==> config.mk <==
export PLATFORM = sky130hd
export DESIGN_NAME = cam_sccb_config
export DESIGN_NICKNAME = d
export VERILOG_FILES = /design/src/rtl/cam_sccb_config.sv
export SDC_FILE = /design/constraint.sdc
export NUM_CORES = 1
export LEC_CHECK = 0
export CORE_MARGIN = 2
export CORE_UTILIZATION = 63
export DETAILED_ROUTE_END_ITERATION = 12
export PLACE_DENSITY = 0.85
export SYNTH_ARGS = -nofsm -noshare
export SYNTH_HDL_FRONTEND = slang
export SYNTH_SLANG_ARGS = --single-unit
==> constraint.sdc <==
create_clock -name sys_clk_i -period 6.45 [get_ports sys_clk_i]
set_input_delay 0.9675 -clock sys_clk_i [delete_from_list [all_inputs] [get_ports sys_clk_i]]
set_output_delay 0.9675 -clock sys_clk_i [all_outputs]
set_load 0.1 [all_outputs]
==> src/rtl/cam_sccb_config.sv <==
// Power-up SCCB configuration sequencer: waits for sensor power-up, then writes a
// {reg, value} table to the camera as 3-phase SCCB writes and flags completion.
module cam_sccb_config #(
    parameter int unsigned CLK_DIV    = 125,
    parameter logic [7:0]  DEV_ADDR   = 8'h42,
    parameter logic [7:0]  REG_NUM    = 8'd200,
    parameter logic [19:0] PWR_WAIT   = 20'd50000,
    parameter logic [19:0] RST_WAIT   = 20'd50000,
    parameter bit          AUTO_START = 1'b1
) (
    input  logic        sys_clk_i,
    input  logic        sys_rst_i,
    input  logic        start_i,
    output logic [7:0]  cfg_idx_o,
    input  logic [15:0] cfg_data_i,
    output logic        sio_c_o,
    output logic        sio_d_o,
    output logic        sio_d_oe_o,
    output logic        busy_o,
    output logic        cam_done_o
);

    localparam int CW = (CLK_DIV > 1) ? $clog2(CLK_DIV) : 1;
    localparam logic [CW-1:0] QMAX = CW'(CLK_DIV - 1);

    typedef enum logic [3:0] {
        S_IDLE, S_PWR, S_FETCH, S_START, S_SHIFT, S_STOP, S_GAP, S_DELAY, S_DONE
    } state_t;

    state_t        r_state;
    state_t        w_state_nxt;
    logic [CW-1:0] r_qcnt;
    logic [1:0]    r_q;
    logic [19:0]   r_wcnt;
    logic [3:0]    r_pos;
    logic [1:0]    r_byte;
    logic [23:0]   r_sh;
    logic          r_soft;
    logic [7:0]    r_idx;
    logic          r_auto;
    logic          r_busy;
    logic          r_done;
    logic          r_sio_c;
    logic          r_sio_d;
    logic          r_sio_oe;

    logic w_tick;
    logic w_qend;
    logic w_enter;
    logic w_last;
    logic w_pwr_end;
    logic w_dly_end;
    logic w_slot_last;
    logic w_soft_in;
    logic w_sio_c;
    logic w_sio_d;
    logic w_sio_oe;

    assign w_tick      = (r_qcnt == QMAX);
    assign w_qend      = w_tick && (r_q == 2'd3);
    assign w_enter     = (w_state_nxt != r_state);
    assign w_last      = (({1'b0, r_idx} + 9'd1) == {1'b0, REG_NUM});
    assign w_pwr_end   = (({1'b0, r_wcnt} + 21'd1) >= {1'b0, PWR_WAIT});
    assign w_dly_end   = (({1'b0, r_wcnt} + 21'd1) >= {1'b0, RST_WAIT});
    assign w_slot_last = (r_pos == 4'd8) && (r_byte == 2'd2);
    // Writing bit7 of COM7 (0x12) soft-resets the sensor; it needs time to recover.
    assign w_soft_in   = (cfg_data_i[15:8] == 8'h12) && cfg_data_i[7];

    always_comb begin
        w_state_nxt = r_state;
        case (r_state)
            S_IDLE:  if (start_i || (AUTO_START && r_auto)) w_state_nxt = S_PWR;
            S_PWR:   if (w_pwr_end) w_state_nxt = S_FETCH;
            S_FETCH: begin
                if (r_idx == REG_NUM)   w_state_nxt = S_DONE;
                else if (r_wcnt != '0)  w_state_nxt = S_START;
            end
            S_START: if (w_qend) w_state_nxt = S_SHIFT;
            S_SHIFT: if (w_qend && w_slot_last) w_state_nxt = S_STOP;
            S_STOP:  if (w_qend) w_state_nxt = S_GAP;
            S_GAP: begin
                if (w_qend) begin
                    if (r_soft)      w_state_nxt = S_DELAY;
                    else if (w_last) w_state_nxt = S_DONE;
                    else             w_state_nxt = S_FETCH;
                end
            end
            S_DELAY: if (w_dly_end) w_state_nxt = w_last ? S_DONE : S_FETCH;
            S_DONE:  if (start_i) w_state_nxt = S_PWR;
            default: w_state_nxt = S_IDLE;
        endcase
    end

    always_comb begin
        w_sio_c  = 1'b1;
        w_sio_d  = 1'b1;
        w_sio_oe = 1'b0;
        case (r_state)
            S_START: begin
                w_sio_oe = 1'b1;
                w_sio_d  = (r_q == 2'd0);
            end
            S_SHIFT: begin
                w_sio_c = (r_q == 2'd1) || (r_q == 2'd2);
                if (r_pos != 4'd8) begin
                    w_sio_oe = 1'b1;
                    w_sio_d  = r_sh[23];
                end
            end
            S_STOP: begin
                w_sio_oe = 1'b1;
                w_sio_c  = (r_q != 2'd0);
                w_sio_d  = r_q[1];
            end
            default: ;
        endcase
    end

    always_ff @(posedge sys_clk_i) begin
        if (sys_rst_i) begin
            r_state  <= S_IDLE;
            r_qcnt   <= '0;
            r_q      <= '0;
            r_wcnt   <= '0;
            r_pos    <= '0;
            r_byte   <= '0;
            r_sh     <= '0;
            r_soft   <= 1'b0;
            r_idx    <= '0;
            r_auto   <= 1'b1;
            r_busy   <= 1'b0;
            r_done   <= 1'b0;
            r_sio_c  <= 1'b1;
            r_sio_d  <= 1'b1;
            r_sio_oe <= 1'b0;
        end else begin
            r_state  <= w_state_nxt;
            // Auto-start only applies to the first cycle out of reset.
            r_auto   <= 1'b0;
            r_busy   <= !(w_state_nxt inside {S_IDLE, S_DONE});
            r_done   <= (w_state_nxt == S_DONE);
            r_sio_c  <= w_sio_c;
            r_sio_d  <= w_sio_d;
            r_sio_oe <= w_sio_oe;

            if (w_enter) begin
                r_qcnt <= '0;
                r_q    <= '0;
                r_wcnt <= '0;
            end else begin
                if (w_tick) begin
                    r_qcnt <= '0;
                    r_q    <= r_q + 2'd1;
                end else begin
                    r_qcnt <= r_qcnt + 1'b1;
                end
                if (r_state inside {S_PWR, S_FETCH, S_DELAY})
                    r_wcnt <= r_wcnt + 20'd1;
            end

            if (w_enter && (w_state_nxt == S_PWR))
                r_idx <= '0;

            if ((r_state == S_FETCH) && (w_state_nxt == S_START)) begin
                r_sh   <= {DEV_ADDR, cfg_data_i};
                r_soft <= w_soft_in;
                r_pos  <= '0;
                r_byte <= '0;
            end

            // Slot 8 of each byte is the released don't-care bit: no shift.
            if ((r_state == S_SHIFT) && w_qend) begin
                if (r_pos == 4'd8) begin
                    r_pos  <= '0;
                    r_byte <= r_byte + 2'd1;
                end else begin
                    r_pos <= r_pos + 4'd1;
                    r_sh  <= {r_sh[22:0], 1'b0};
                end
            end

            if ((r_state inside {S_GAP, S_DELAY}) && (w_state_nxt inside {S_FETCH, S_DONE}))
                r_idx <= r_idx + 8'd1;
        end
    end

    assign cfg_idx_o  = r_idx;
    assign sio_c_o    = r_sio_c;
    assign sio_d_o    = r_sio_d;
    assign sio_d_oe_o = r_sio_oe;
    assign busy_o     = r_busy;
    assign cam_done_o = r_done;

endmodule

* Yosys cells after proc, flatten, opt, wreduce, memory -nomap -nowiden *
Cells that the tools add are included.
W data, S select, Z words.

cells by class
  $lt $le $gt $ge = 1
  equal/unequal tests = 23
  add/sub/neg operators = 8
  muxes and demuxes = 30
  reduce and logical (&&, ||, !) cells = 25

operators with widths
  kind                     count
  $mux W24                 3
  $mux W4                  15
  $pmux W4 S9              1
  $add A20 B1 Y21 const B  1
  $ge A21 B16 Y1 const B   1
  $add A20 B1 Y20 const B  1
  $reduce_bool A20 Y1      1
  $eq A4 B2 Y1 const B     4
  $eq A4 B3 Y1 const B     4
  $mux W8                  2
  $eq A4 B4 Y1 const B     3
  $reduce_bool A2 Y1       6
  $add A8 B1 Y9 const B    1
  $eq A9 B8 Y1 const B     1
  $add A8 B1 Y8 const B    1
  $eq A4 B1 Y1 const B     2
  $eq A8 B5 Y1 const B     1
  $eq A8 B8 Y1 const B     1
  $logic_and A1 B1 Y1      8
  $logic_not A4 Y1         2
  $add A7 B1 Y7 const B    1
  $eq A7 B7 Y1 const B     1
  $eq A2 B2 Y1 const B     3
  $mux W2                  3
  other kinds (14)         20

word-level totals
  bits in registers = 78
  output and inout bits = 13
  logic and storage cells = 102

* Logic depth before layout (Yosys ltp) *
  depth after elaboration = 11
  depth in mapped cells = 13
  mapped depth without buffers = 10

* Worst setup path after synthesis *
OpenSTA, ideal clock, no wires.

  path type = reg2reg
  start point = register r_idx[3], in the netlist cfg_idx_o[3]
  end point = register r_idx[0], in the netlist cfg_idx_o[0]
  cell stages (with the launch flop) = 10
  arrival time = 3.081 ns
  required time = 6.385 ns
  library setup time = 0.065 ns
  slack = 3.304 ns
  clock period less this slack = 3.146 ns
  cell sequence = dfxtp_1 > nor4bb_1 > a211oi_1 > o211ai_1 > nand3_1 > a211o_1 > a2111oi_2 > buf_2 > mux2_2 > nor2_1

between the ends
  cells in the longest elaborated chain, start to end = 10

ends and longest elaborated chain
  item                                           RTL line  RTL
  start: declaration                             39        logic [7:0] r_idx;
  start signal: assignment                       183       r_idx <= r_idx + 8'd1;
  $add A8 B1 Y9                                  62        assign w_last = (({1'b0, r_idx} + 9'd1) == {1'b0, REG_NUM});
  $eq A9 B8 Y1                                   62
  $mux W4                                        84, 88
  $mux W4                                        83        if (r_soft) w_state_nxt = S_DELAY;
  $mux W4                                        82        if (w_qend) begin
  $pmux W4 S9 (*)                                71        case (r_state)
  $eq A4 B2 Y1 or $eq A4 B4 Y1 (tied branches)   182       if ((r_state inside {S_GAP, S_DELAY}) && (w_state_nxt inside {S_FETCH, S_DONE}))
  $reduce_bool A2 Y1                             182
  $logic_and A1 B1 Y1                            182
  $mux W8 or $reduce_bool A2 Y1 (tied branches)  --

Every way passes the cells marked *; elsewhere a longest branch is shown, timed or not.
A chain may end at the register's enable or synchronous reset.

* Final worst setup path *
  start point = register r_wcnt[0]
  end point = register r_qcnt[1]

between the ends
  cells in the longest elaborated chain, start to end = 6

ends and longest elaborated chain
  item                                                    RTL line    RTL
  start: declaration                                      34          logic [19:0] r_wcnt;
  start signal: assignment                                158         r_wcnt <= r_wcnt + 20'd1;
  $add A20 B1 Y21 or $reduce_bool A20 Y1 (tied branches)  63, 64, 76
  $ge A21 B16 Y1 or $mux W4 (tied branches)               63, 64, 76
  $mux W4, on equally long branches                       88, 73, 75
  $pmux W4 S9 (*)                                         71
  $ne A4 B4 Y1 (*)                                        61          assign w_enter = (w_state_nxt != r_state);
  $reduce_or A3 Y1 (no source line) (*)                   --
  end signal: assignment                                  155         r_qcnt <= r_qcnt + 1'b1;
  end: declaration                                        32          logic [CW-1:0] r_qcnt;

Marks and branches as above.

==> impl_metrics.ini <==
[global_route]
track_usage_pct = 24.2
busiest_layer = met2
grt_pass1_vias = 3420
grt-ovfl-total = 0
antenna_found_initial = 0
grt_pass1_wl_um = 15000
use_met1_pct = 31.8
use_met3_pct = 4.74
grt_max_degree = 50
grtUsageMet2_pct = 39.6

[floorplanning]
initial_core_util_pct = 64.4
core_area_um2 = 6760
dieArea_um2 = 7590
ios = 32
die_w_um = 87.1
num_rows = 30
dieHeight_um = 87.1

[clock_tree]
clock_latency_ps = 360
root_buffer = clkbuf_8
cts.reportedPaths.clkPinSlew_ps = 80
htreeDepth = 3
numCtsBuffers = 9
post-cts-setup-buffer-count = 0
cts.repair.resized = 0
cts_sinks = 78
ctsHoldBuffers = 0
clk_path_buf_depth = 2
tritoncts = built

[worst_setup_path]
startpoint_type = register
crit_buf_inv = 1
cp.arrival_ps = 3740
cp_cell_sequence = ha_1 -> nand3_1 -> and3_1 -> a2111oi_0 -> o22ai_1 -> a41oi_4 -> a31oi_1 -> a221o_1 -> buf_4 -> nor3b_1
critPathMaxFanout = 29
path_delay_family = compound AO/OA/AOI/OAI gates
endpoint_kind = register
rrSetupSlack_ps = 2990
slowest_delay_ps = 490
critical_path_required_ps = 6730
cp_slowest_cell = a2111oi_0
critPathKind = register to register

[pwr]
intPower_uw = 694
swShare_pct = 24.5
powerDensity_nw_per_um2 = 191
irDropWorstVdd_mv = 0.150
sequentialPowerShare_pct = 53.5
total_leakage_power_nw = 1.71
switchingPower_uw = 225
p_comb_share_pct = 6.5
clockPowerShare_pct = 40.0

[sta]
maxSlewViolCount = 0
skew_ps = 9.52
worstMarginPinSlew_ps = 1150
fin_crit_sh_pct = 53.7
fmax_mhz = 289
final.setup.worst_slack_ps = 2990
setup_viol = 0
rsz0062_at_grt = no
tns_ps = 0
final_hold_viol_count = 0
slew_headroom_pct = 23.2
fin_crit_ps = 3460

[drt]
drt_iter0_drc = 202
wire_per_inst_um = 14.2
antenna_left = 0
drc = 0
wl_um = 8850
avgViaCountPerCell = 6.08
dr.pass1.iters = 5
vias = 3794

[run_status]
outcome = finished clean

[logic_synthesis]
synth_area_per_cell_um2 = 8.21
synthDistinctLibCells = 66
synthXorXnorAreaFrac_pct = 5.43
synth_flop_cell = dfxtp_1
ys.warnings.count = 0
ys_async_sr_fraction_pct = 0
ys_ff_latch = 78
yosysTopAreaCell = dfxtp_1
synth_adder_area_share_pct = 3.16
syn_nets = 560
syn_inst = 530
synth_area_um2 = 4350
synth_top_area_share_pct = 35.9
synthTopCellsByArea = dfxtp_1, nor2_1, mux2i_1
muxShareOfSynthArea_pct = 4.63
synth-simple-area-share_pct = 30.2
synth-edff-count = 0
yosysSeqAreaShare_pct = 35.9
synth_compound_gate_area_share_pct = 14.6
synth_top_family_by_area = simple AND/OR/NAND/NOR gates

[hold_path]
hold_class = register to register

[placed_design]
port_buffers = 31
place_ws_ps = 2930
gp_congestion = 0.931
place_hpwl_um = 6060

[cells_and_area]
final_cell_mix = nor2_1, dfxtp_1, nand2_1
n_antenna_cell = 0
drive_gt1_share_pct = 8.09
area_growth_pct = 10.9
finalNetCount = 569
layout_commonest_cell = nor2_1

[flow_run]
maxCapViolations = 0
## final cells by class
type	instances	area [µm²]
clock buffers	13	179
clock inverters	3	25.0
fillers	518	1930
inverters	23	86.3
multi-input cells	391	2520
flip-flops and latches	78	1560
well taps	80	100
repair buffers	36	348
## state kept, by name (all words and copies together) (netlist names)
| register | count |
|---|---|
| r_pos | 4 |
| r_byte | 2 |
| sio_d_oe_o | 1 |
| r_state | 4 |
| r_qcnt | 7 |
| cfg_idx_o | 8 |
| sio_d_o | 1 |
| r_q | 2 |
| r_wcnt | 20 |
| r_auto | 1 |
| r_soft | 1 |
| r_sh | 24 |
| cam_done_o | 1 |
| sio_c_o | 1 |
| busy_o | 1 |
## Yosys cell counts (all sizes together) (2+ instances only)
| library cell | number |
|---|---|
| or3 | 4 |
| o41ai | 2 |
| o2111ai | 3 |
| nand4b | 3 |
| buf | 16 |
| o311a | 2 |
| a211oi | 18 |
| nand4 | 8 |
| xor2 | 8 |
| a2111oi | 4 |
| nor3 | 20 |
| nor2b | 5 |
| nand3 | 35 |
| dfxtp | 78 |
| nand2 | 35 |
| o21ai | 8 |
| nor2 | 90 |
| a21oi | 23 |
| and4 | 2 |
| inv | 23 |
| nor4bb | 3 |
| or2 | 2 |
| clkbuf | 22 |
| and3 | 4 |
| nand3b | 12 |
| nor4 | 9 |
| or4 | 3 |
| ha | 11 |
| xnor2 | 19 |
| o21bai | 2 |
| and2 | 4 |
| mux2i | 19 |
| nor3b | 4 |
| a31oi | 11 |
## metrics by stage
step,instance area [µm²],cells,utilization (%),power (mW),hold slack (ps)
global route,4820,624,71.4,0.952,486
detailed placement,4620,608,68.4,0.563,449
CTS,4820,624,71.4,0.929,460
finish,4820,624,71.4,0.919,458
global placement,4620,608,68.4,0.561,436
floorplan,4350,530,-,0.544,432
## power groups by stage
stage | sequential, mW | combinational (mW) | clock (mW)
finish | 0.491 | 0.0599 | 0.368
global route | 0.492 | 0.0656 | 0.395
CTS | 0.491 | 0.0602 | 0.377
detailed placement | 0.503 | 0.0600 | 0
global placement | 0.502 | 0.0588 | 0
floorplan | 0.504 | 0.0401 | 0
## tightest hold or removal path, cell delays in order (launching register included)
cell	delay [ps]
dfxtp_1	320
nand2_1	50
a21oi_1	50
## final timing paths
kind	startpoint	end	cells after the start
max	r_wcnt[0]	r_qcnt[1]	10
min	r_sh[17]	r_sh[18]	2
min reg2reg	r_sh[17]	r_sh[18]	2
max reg2reg	r_wcnt[0]	r_qcnt[1]	10
## layer usage
metal / wire length (µm) / share of wire, %
met1: 4130 / 47
met2: 4100 / 46
met3: 466 / 5.3
met4: 150 / 1.7
met5: 0 / 0
## kinds of logic (layout without fill, tap and decap cells)
family,count (synthesis),count (layout)
buffers and inverters,61,75
AOI/OAI and AO/OA,88,88
xor gates and xnor gates,27,27
DFF,78,78
muxes,20,20
adders and majority gates,11,11
and+or+nand+nor,245,245
(Power assumes the default switching activity.)
